$ cat config.mk
export PLATFORM = sky130hd
export DESIGN_NAME = systolic_array_out_buffer
export DESIGN_NICKNAME = d
export VERILOG_FILES = /design/src/rtl/systolic_array_out_buffer_pkg.sv /design/src/rtl/systolic_array_out_buffer_row_fifo.sv /design/src/rtl/systolic_array_out_buffer.sv
export SDC_FILE = /design/constraint.sdc
export NUM_CORES = 1
export LEC_CHECK = 0
export CORE_MARGIN = 2
export CORE_UTILIZATION = 60
export DETAILED_ROUTE_END_ITERATION = 10
export PLACE_DENSITY = 0.8
export SLEW_MARGIN = 20
export SYNTH_ARGS = -nofsm -noshare
export SYNTH_HDL_FRONTEND = slang
export SYNTH_SLANG_ARGS = --single-unit
$ cat constraint.sdc
create_clock -name CLK -period 5.3 [get_ports CLK]
set_clock_uncertainty 0.1 [all_clocks]
set_input_delay 1.06 -clock CLK [delete_from_list [all_inputs] [get_ports CLK]]
set_output_delay 1.06 -clock CLK [all_outputs]
set_load 0.02 [all_outputs]
$ cat src/rtl/systolic_array_out_buffer_pkg.sv
// Shared types and width helpers for the systolic-array output buffer.
package systolic_pkg;

   localparam int FP16_W = 16;

   typedef logic [FP16_W-1:0] fp16_t;

   // Beats needed to assemble one row of dim values at lanes values per beat.
   function automatic int calc_beats(input int dim, input int lanes);
      return dim / lanes;
   endfunction

   // Bits needed to hold any value 0..n inclusive.
   function automatic int cnt_width(input int n);
      return (n > 0) ? $clog2(n + 1) : 1;
   endfunction

   // Pointer width for a depth-entry memory; at least one bit.
   function automatic int ptr_width(input int depth);
      return (depth > 1) ? $clog2(depth) : 1;
   endfunction

endpackage

$ cat src/rtl/systolic_array_out_buffer_row_fifo.sv
// Synchronous row FIFO: registered storage, head data is always mem[rd_ptr].
// A push into a full FIFO is taken only when a pop happens in the same cycle.
module systolic_row_fifo
   import systolic_pkg::*;
#(
   parameter int WIDTH = 64,
   parameter int DEPTH = 4,
   localparam int CNT_W = cnt_width(DEPTH),
   localparam int PTR_W = ptr_width(DEPTH)
) (
   input  logic             clk,
   input  logic             rst,
   input  logic             push,
   input  logic             pop,
   input  logic [WIDTH-1:0] wdata,
   output logic             full,
   output logic             empty,
   output logic [CNT_W-1:0] count,
   output logic [WIDTH-1:0] rdata
);

   logic [WIDTH-1:0] mem [DEPTH];
   logic [PTR_W-1:0] rd_ptr;
   logic [PTR_W-1:0] wr_ptr;
   logic             do_push;
   logic             do_pop;

   assign full    = (count == CNT_W'(DEPTH));
   assign empty   = (count == '0);
   assign do_pop  = pop & ~empty;
   assign do_push = push & (~full | do_pop);
   assign rdata   = mem[rd_ptr];

   // Pointer, occupancy and storage update; pointers wrap at DEPTH-1.
   always_ff @(posedge clk) begin
      if (rst) begin
         rd_ptr <= '0;
         wr_ptr <= '0;
         count  <= '0;
         for (int i = 0; i < DEPTH; i++) mem[i] <= '0;
      end else begin
         if (do_push) begin
            mem[wr_ptr] <= wdata;
            wr_ptr <= (wr_ptr == PTR_W'(DEPTH - 1)) ? '0 : wr_ptr + 1'b1;
         end
         if (do_pop)
            rd_ptr <= (rd_ptr == PTR_W'(DEPTH - 1)) ? '0 : rd_ptr + 1'b1;
         case ({do_push, do_pop})
            2'b10:   count <= count + 1'b1;
            2'b01:   count <= count - 1'b1;
            default: count <= count;
         endcase
      end
   end

endmodule

$ cat src/rtl/systolic_array_out_buffer.sv
// Output buffer for the systolic array: assembles LANES-wide beats into rows of
// ARRAY_DIM values and queues completed rows for the writeback side.
module systolic_array_out_buffer
   import systolic_pkg::*;
#(
   parameter int ARRAY_DIM = 4,
   parameter int DATA_W    = FP16_W,
   parameter int LANES     = 1,
   parameter int DEPTH     = 4,
   localparam int BEATS    = calc_beats(ARRAY_DIM, LANES),
   localparam int CNT_W    = cnt_width(DEPTH),
   localparam int BI_W     = cnt_width(BEATS),
   localparam int LW       = DATA_W * LANES,
   localparam int ROW_W    = DATA_W * ARRAY_DIM
) (
   input  logic             CLK,
   input  logic             RST,
   input  logic             shift,
   input  logic [LW-1:0]    shift_value,
   output logic             shift_ready,
   input  logic             flush,
   output logic             out_valid,
   input  logic             out_ready,
   output logic [ROW_W-1:0] out,
   output logic [CNT_W-1:0] count,
   output logic [BI_W-1:0]  beat_idx,
   output logic             dropped
);

   if ((ARRAY_DIM % LANES) != 0) begin : g_bad_lanes
      $error("ARRAY_DIM must be a multiple of LANES");
   end
   if (DEPTH < 1) begin : g_bad_depth
      $error("DEPTH must be at least 1");
   end

   logic [ROW_W-1:0] asm_reg;
   logic [ROW_W-1:0] row_next;
   logic             fifo_full;
   logic             fifo_empty;
   logic             pop;
   logic             last_beat;
   logic             accept;
   logic             complete;
   logic             drop_ev;

   // New values enter the top slots; older values move toward slot 0.
   assign row_next    = (asm_reg >> LW) | (ROW_W'(shift_value) << (ROW_W - LW));
   assign last_beat   = (beat_idx == BI_W'(BEATS - 1));
   assign out_valid   = ~fifo_empty;
   assign pop         = out_valid & out_ready;
   assign shift_ready = ~last_beat | ~fifo_full | pop;
   assign accept      = shift & shift_ready & ~flush;
   assign complete    = accept & last_beat;
   assign drop_ev     = shift & ~shift_ready & ~flush;

   // Assembly register and beat counter; flush outranks an incoming beat.
   always_ff @(posedge CLK) begin
      if (RST) begin
         asm_reg  <= '0;
         beat_idx <= '0;
      end else if (flush) begin
         asm_reg  <= '0;
         beat_idx <= '0;
      end else if (accept) begin
         asm_reg  <= row_next;
         beat_idx <= last_beat ? '0 : beat_idx + 1'b1;
      end
   end

   // Sticky drop flag, cleared only by reset.
   always_ff @(posedge CLK) begin
      if (RST)          dropped <= 1'b0;
      else if (drop_ev) dropped <= 1'b1;
   end

   systolic_row_fifo #(
      .WIDTH (ROW_W),
      .DEPTH (DEPTH)
   ) u_row_fifo (
      .clk   (CLK),
      .rst   (RST),
      .push  (complete),
      .pop   (pop),
      .wdata (row_next),
      .full  (fifo_full),
      .empty (fifo_empty),
      .count (count),
      .rdata (out)
   );

endmodule

# Word level (Yosys, flattened, before mapping)
# Memories as Yosys holds them, arrays and structs flattened. A register that Yosys moved wholly into a read port is not among the register bits.
# Index checks and enable logic that the tools add are counted.
[word_totals]
regBits = 75
ramBits = 256
in_bits = 21
output_inout_bits = 73
wordCells = 53
n_memories = 1
[memory_table]
columns = ["name", "words", "width", "rd", "rd_clocked_by_memory_dff", "wr", "line", "text"]
rows = [
  ["u_row_fifo.mem", 4, 64, 1, 1, 4, "systolic_array_out_buffer_row_fifo.sv:22", "logic [WIDTH-1:0] mem [DEPTH];"],
]
[op_classes]
n_addsub = 5
n_eq_ne = 6
n_mux = 14
n_bitwise = 17
reduce_logical = 4
[ops]
columns = ["op", "n"]
rows = [
  ["$mux 64", 1],
  ["$or 48x64->64", 1],
  ["$reduce_or 64->1", 1],
  ["$mux 2", 5],
  ["$and 1x1->1", 8],
  ["$add 3x1->3 const B", 2],
  ["$eq 2x2->1 const B", 3],
  ["$mux 1", 6],
  ["$pmux 3 s2", 1],
  ["$not 1->1", 5],
  ["$add 2x1->2 const B", 2],
  ["$eq 3x2->1 const B", 1],
  ["$eq 3x3->1 const B", 1],
  ["$logic_not 3->1", 1],
  ["$mux 3", 1],
  ["$or 1x1->1", 3],
  ["$sub 3x1->3 const B", 1],
  ["$eq 2x1->1 const B", 1],
  ["$reduce_bool 2->1", 1],
  ["$reduce_or 2->1", 1],
]

# Longest topological paths before layout
[logic_depth]
word_depth = 13
depth_mapped = 11

# Modules after synthesis
# A second synthesis with hierarchy kept.
[unflattened]
hier_cells = 875
hier_area_um2 = 13519.2
[modules_own_cells]
columns = ["mod", "instances", "cells_per_inst", "area_each_um2", "seq_area_each_um2"]
rows = [
  ["systolic_row_fifo", 1, 677, 11461.0, 7867.5],
  ["systolic_array_out_buffer", 1, 198, 2058.2, 1041.0],
]

# Least setup slack after synthesis
# OpenSTA, ideal clock, no wires.
[synth_timing]
path_type = "input to register"
startpoint = "input port flush"
endpoint = "memory u_row_fifo.mem[0][0], enable pin"
t_arrival_ps = 3412
required_time_ps = 4768
path_slack_ps = 1356
stages = 4
path_cell_list = "nand4bb_4 > or4_1 > clkbuf_1 > nand2b_1"
[synth_lines]
columns = ["item", "line", "text"]
rows = [
  ["start: declaration", "systolic_array_out_buffer.sv:21", "input logic flush,"],
  ["end: declaration", "systolic_array_out_buffer_row_fifo.sv:22", ""],
]

==> PnR_summary.wiki <==
{| class="wikitable"
! Metric !! Value
|-
| Arrival time at the worst endpoint || 2.84 ns
|-
| Synth Register Bits || 317
|-
| Dpl cell area || 14600 µm²
|-
| Number of hold violations in the final report || 0
|-
| Final Slew Violations || 0
|-
| Diode insertion count for antenna repair || 0
|-
| Area of all placed cells without fillers || 15600 µm²
|-
| Yosys cell types || 38
|-
| Setup repair after global routing missed its margin || no
|-
| Number of buffers created by CTS || 30
|-
| Count of synthesis-stage warnings from yosys || 0
|-
| Total DRC errors in the routed layout || 0
|-
| HPWL after detailed placement || 17500 µm
|-
| Remaining antenna violation count after routing || 0
|-
| Number of top-level design ports || 94
|-
| PnR Total Power || 5.07 mW
|-
| Layout Nets || 1040
|-
| Setup tns final || 0 ns
|-
| Smallest setup slack after layout || 1.30 ns
|-
| Overall die height || 153 µm
|-
| Critical-path maximum fanout || 34
|-
| Cell count after synthesis || 928
|-
| Initial core utilization || 0.611
|-
| CTS tree || done
|-
| Number of vias in the routed layout || 7858
|-
| Detail-routed via count per cell || 5.96
|-
| Slew at the pin with the worst max-slew slack || 1.12 ns
|-
| Final-layout fill cell count || 1420
|-
| Layout cell share with drive strength beyond 1 || 0.143
|-
| Quantity of hold-fixing buffers added after cts || 0
|-
| Buffers inserted during post-CTS setup optimization || 0
|-
| Period minus WS final || 4.00 ns
|-
| Average footprint of a synthesized cell || 14.4 µm²
|-
| First-pass iteration count of the detailed router || 5
|-
| CTS Root Cell || sky130_fd_sc_hd__clkbuf_16
|-
| Vias in the first global route || 8088
|-
| Port bufs || 93
|-
| Net count of the mapped netlist || 954
|-
| Global-route wire length before repair || 45600 µm
|-
| Number of DRC markers after the initial detailed-route iteration || 793
|-
| Static power due to leakage || 5.33 nW
|-
| Max-cap check violation count || 0
|-
| Fmax achieved || 250 MHz
|-
| Sequential element share of the synthesized area || 0.668
|-
| Remaining Overflow, GRT || 0
|-
| Tot GR Track Use || 0.253
|-
| Number of levels in the clock H-tree || 1
|-
| Crit Path Category || flop to primary output
|-
| Sequential standard cell area || 8910 µm²
|-
| Max FFs per register || 256
|-
| Final setup vio count || 0
|-
| Area of the die || 23400 µm²
|-
| Hold WC Path Type || flop to flop
|-
| Netlist Area Pre-Place || 13300 µm²
|-
| Clock edge transition at the registers on the reported setup and hold paths || 0.06 ns
|-
| Die Wd || 153 µm
|-
| # resized after CTS || 0
|-
| Element type at the critical path start || flop
|-
| Largest vdd supply drop || 0.000261 V
|-
| Area of combinational cells with multiple inputs || 4190 µm²
|-
| Syn-to-layout area delta || 16.7%
|-
| Ratio of final minimum period to clock period || 0.754
|-
| Placeable core region || 21800 µm²
|-
| Total number of clock tree sinks || 317
|-
| Setup crit end kind || primary output
|-
| Max-slew headroom at the worst pin || 0.245
|-
| Max Buffers Root-to-Sink || 3
|-
| Outcome || finished, final reports clean
|-
| GP Congestion || 0.790
|-
| Final routed wire length divided by cell count || 22.2 µm
|-
| Number of rows in the core area || 54
|-
| Worst-skew pair later-pin latency || 0.54 ns
|-
| Areal power density over the cells || 326 nW/µm²
|-
| Pin count of the biggest net entering global routing || 65
|-
| Data required time of the worst path || 4.14 ns
|-
| DP Worst Slack || 1.21 ns
|-
| Number of antenna violations at the first check in global routing || 0
|-
| Total length of routed wires || 29300 µm
|}
## cells by family (layout without fill, tap and decap cells)
logic type	Yosys count	in the layout	synth area share
adders and majority gates	5	5	0.00525
and+or+nand+nor	412	412	0.151
buffers and inverters	63	173	0.0220
muxes	113	113	0.145
xor gates and xnor gates	2	2	0.00131
AOI/OAI and AO/OA	16	16	0.00760
DFF	317	317	0.668
## power breakdown
group	switching (mW)	leakage, nW	internal [mW]	total (mW)
sequential	0.0232	3.13	2.75	2.77
combinational	0.133	1.72	0.0923	0.225
clock	0.877	0.472	1.19	2.07
total	1.03	5.33	4.03	5.07
## placed cells by master, fill, tap and decap left out, drive strengths merged, types with 3 or more instances in the layout
cell           count
edfxtp           256
nor2             182
clkdlybuf4s50     92
and2              80
nand2             70
mux4              64
dfxtp             61
nand2b            59
mux2i             49
clkbuf            45
buf               21
clkinv             9
a21oi              7
o21ai              6
inv                4
ha                 4
or3                3
nand4b             3
## final cells by class
cell class,instances,share of cell area
Sequential cell,317,0.573
Timing Repair Buffer,113,0.0731
Clock buffer,45,0.0567
Inverter,4,0.000965
Multi-Input combinational cell,548,0.269
Tap cell,280,0.0225
Clock inverter,11,0.00498
## per-layer routing
layer	wire length (µm)	global-route usage	vias to the layer above	share of wire
met5	0	0	-	0
met3	2330	0.0343	50	0.080
li1	-	-	3497	-
met2	14800	0.424	360	0.51
met4	582	0.0714	0	0.020
met1	11600	0.354	3951	0.40
## cell usage after synthesis (all sizes together)
master | instances | area (µm²)
nand2b | 59 | 369
nor4b | 2 | 23.8
nor2 | 182 | 683
and4bb | 1 | 12.5
xor2 | 2 | 17.5
clkbuf | 24 | 90.1
o31ai | 1 | 7.51
or3 | 3 | 18.8
nand4 | 1 | 6.26
nand4bb | 1 | 27.5
nor3 | 1 | 5.00
or2 | 1 | 6.26
buf | 35 | 189
inv | 4 | 15.0
fa | 1 | 20.0
or4b | 1 | 10.0
o21ai | 6 | 41.3
and2 | 80 | 500
mux4 | 64 | 1440
nand2 | 70 | 265
nor4 | 2 | 25.0
a41o | 1 | 10.0
mux2i | 49 | 490
or4 | 2 | 15.0
a21oi | 7 | 35.0
nand3 | 1 | 5.00
ha | 4 | 50.1
nor2b | 2 | 12.5
dfxtp | 61 | 1220
nand4b | 3 | 32.5
a21boi | 1 | 7.51
edfxtp | 256 | 7690
## worst max-delay path, stage by stage, from the launching register on
cell                              delay [ns]
sky130_fd_sc_hd__dfxtp_4                0.78
sky130_fd_sc_hd__buf_12                 0.35
sky130_fd_sc_hd__mux4_2                 0.57
sky130_fd_sc_hd__clkdlybuf4s50_1        0.56
## worst paths after layout
path,from,end,slack [ns],cells past startpoint
max,flop,out[25],1.30,3
min,dropped,dropped,0.37,2
min reg2reg,dropped,dropped,0.37,2
max reg2reg,beat_idx[0],u_row_fifo.mem[0][43],2.21,6
## through the flow
stage	cells	hold WS, ns	utilization
finish	1318	0.375	0.713
global route	1318	0.412	0.713
CTS	1318	0.384	0.713
detailed placement	1262	0.365	0.669
global placement	1262	0.357	0.669
floorplan	928	0.347	-
(Power assumes the default switching activity.)
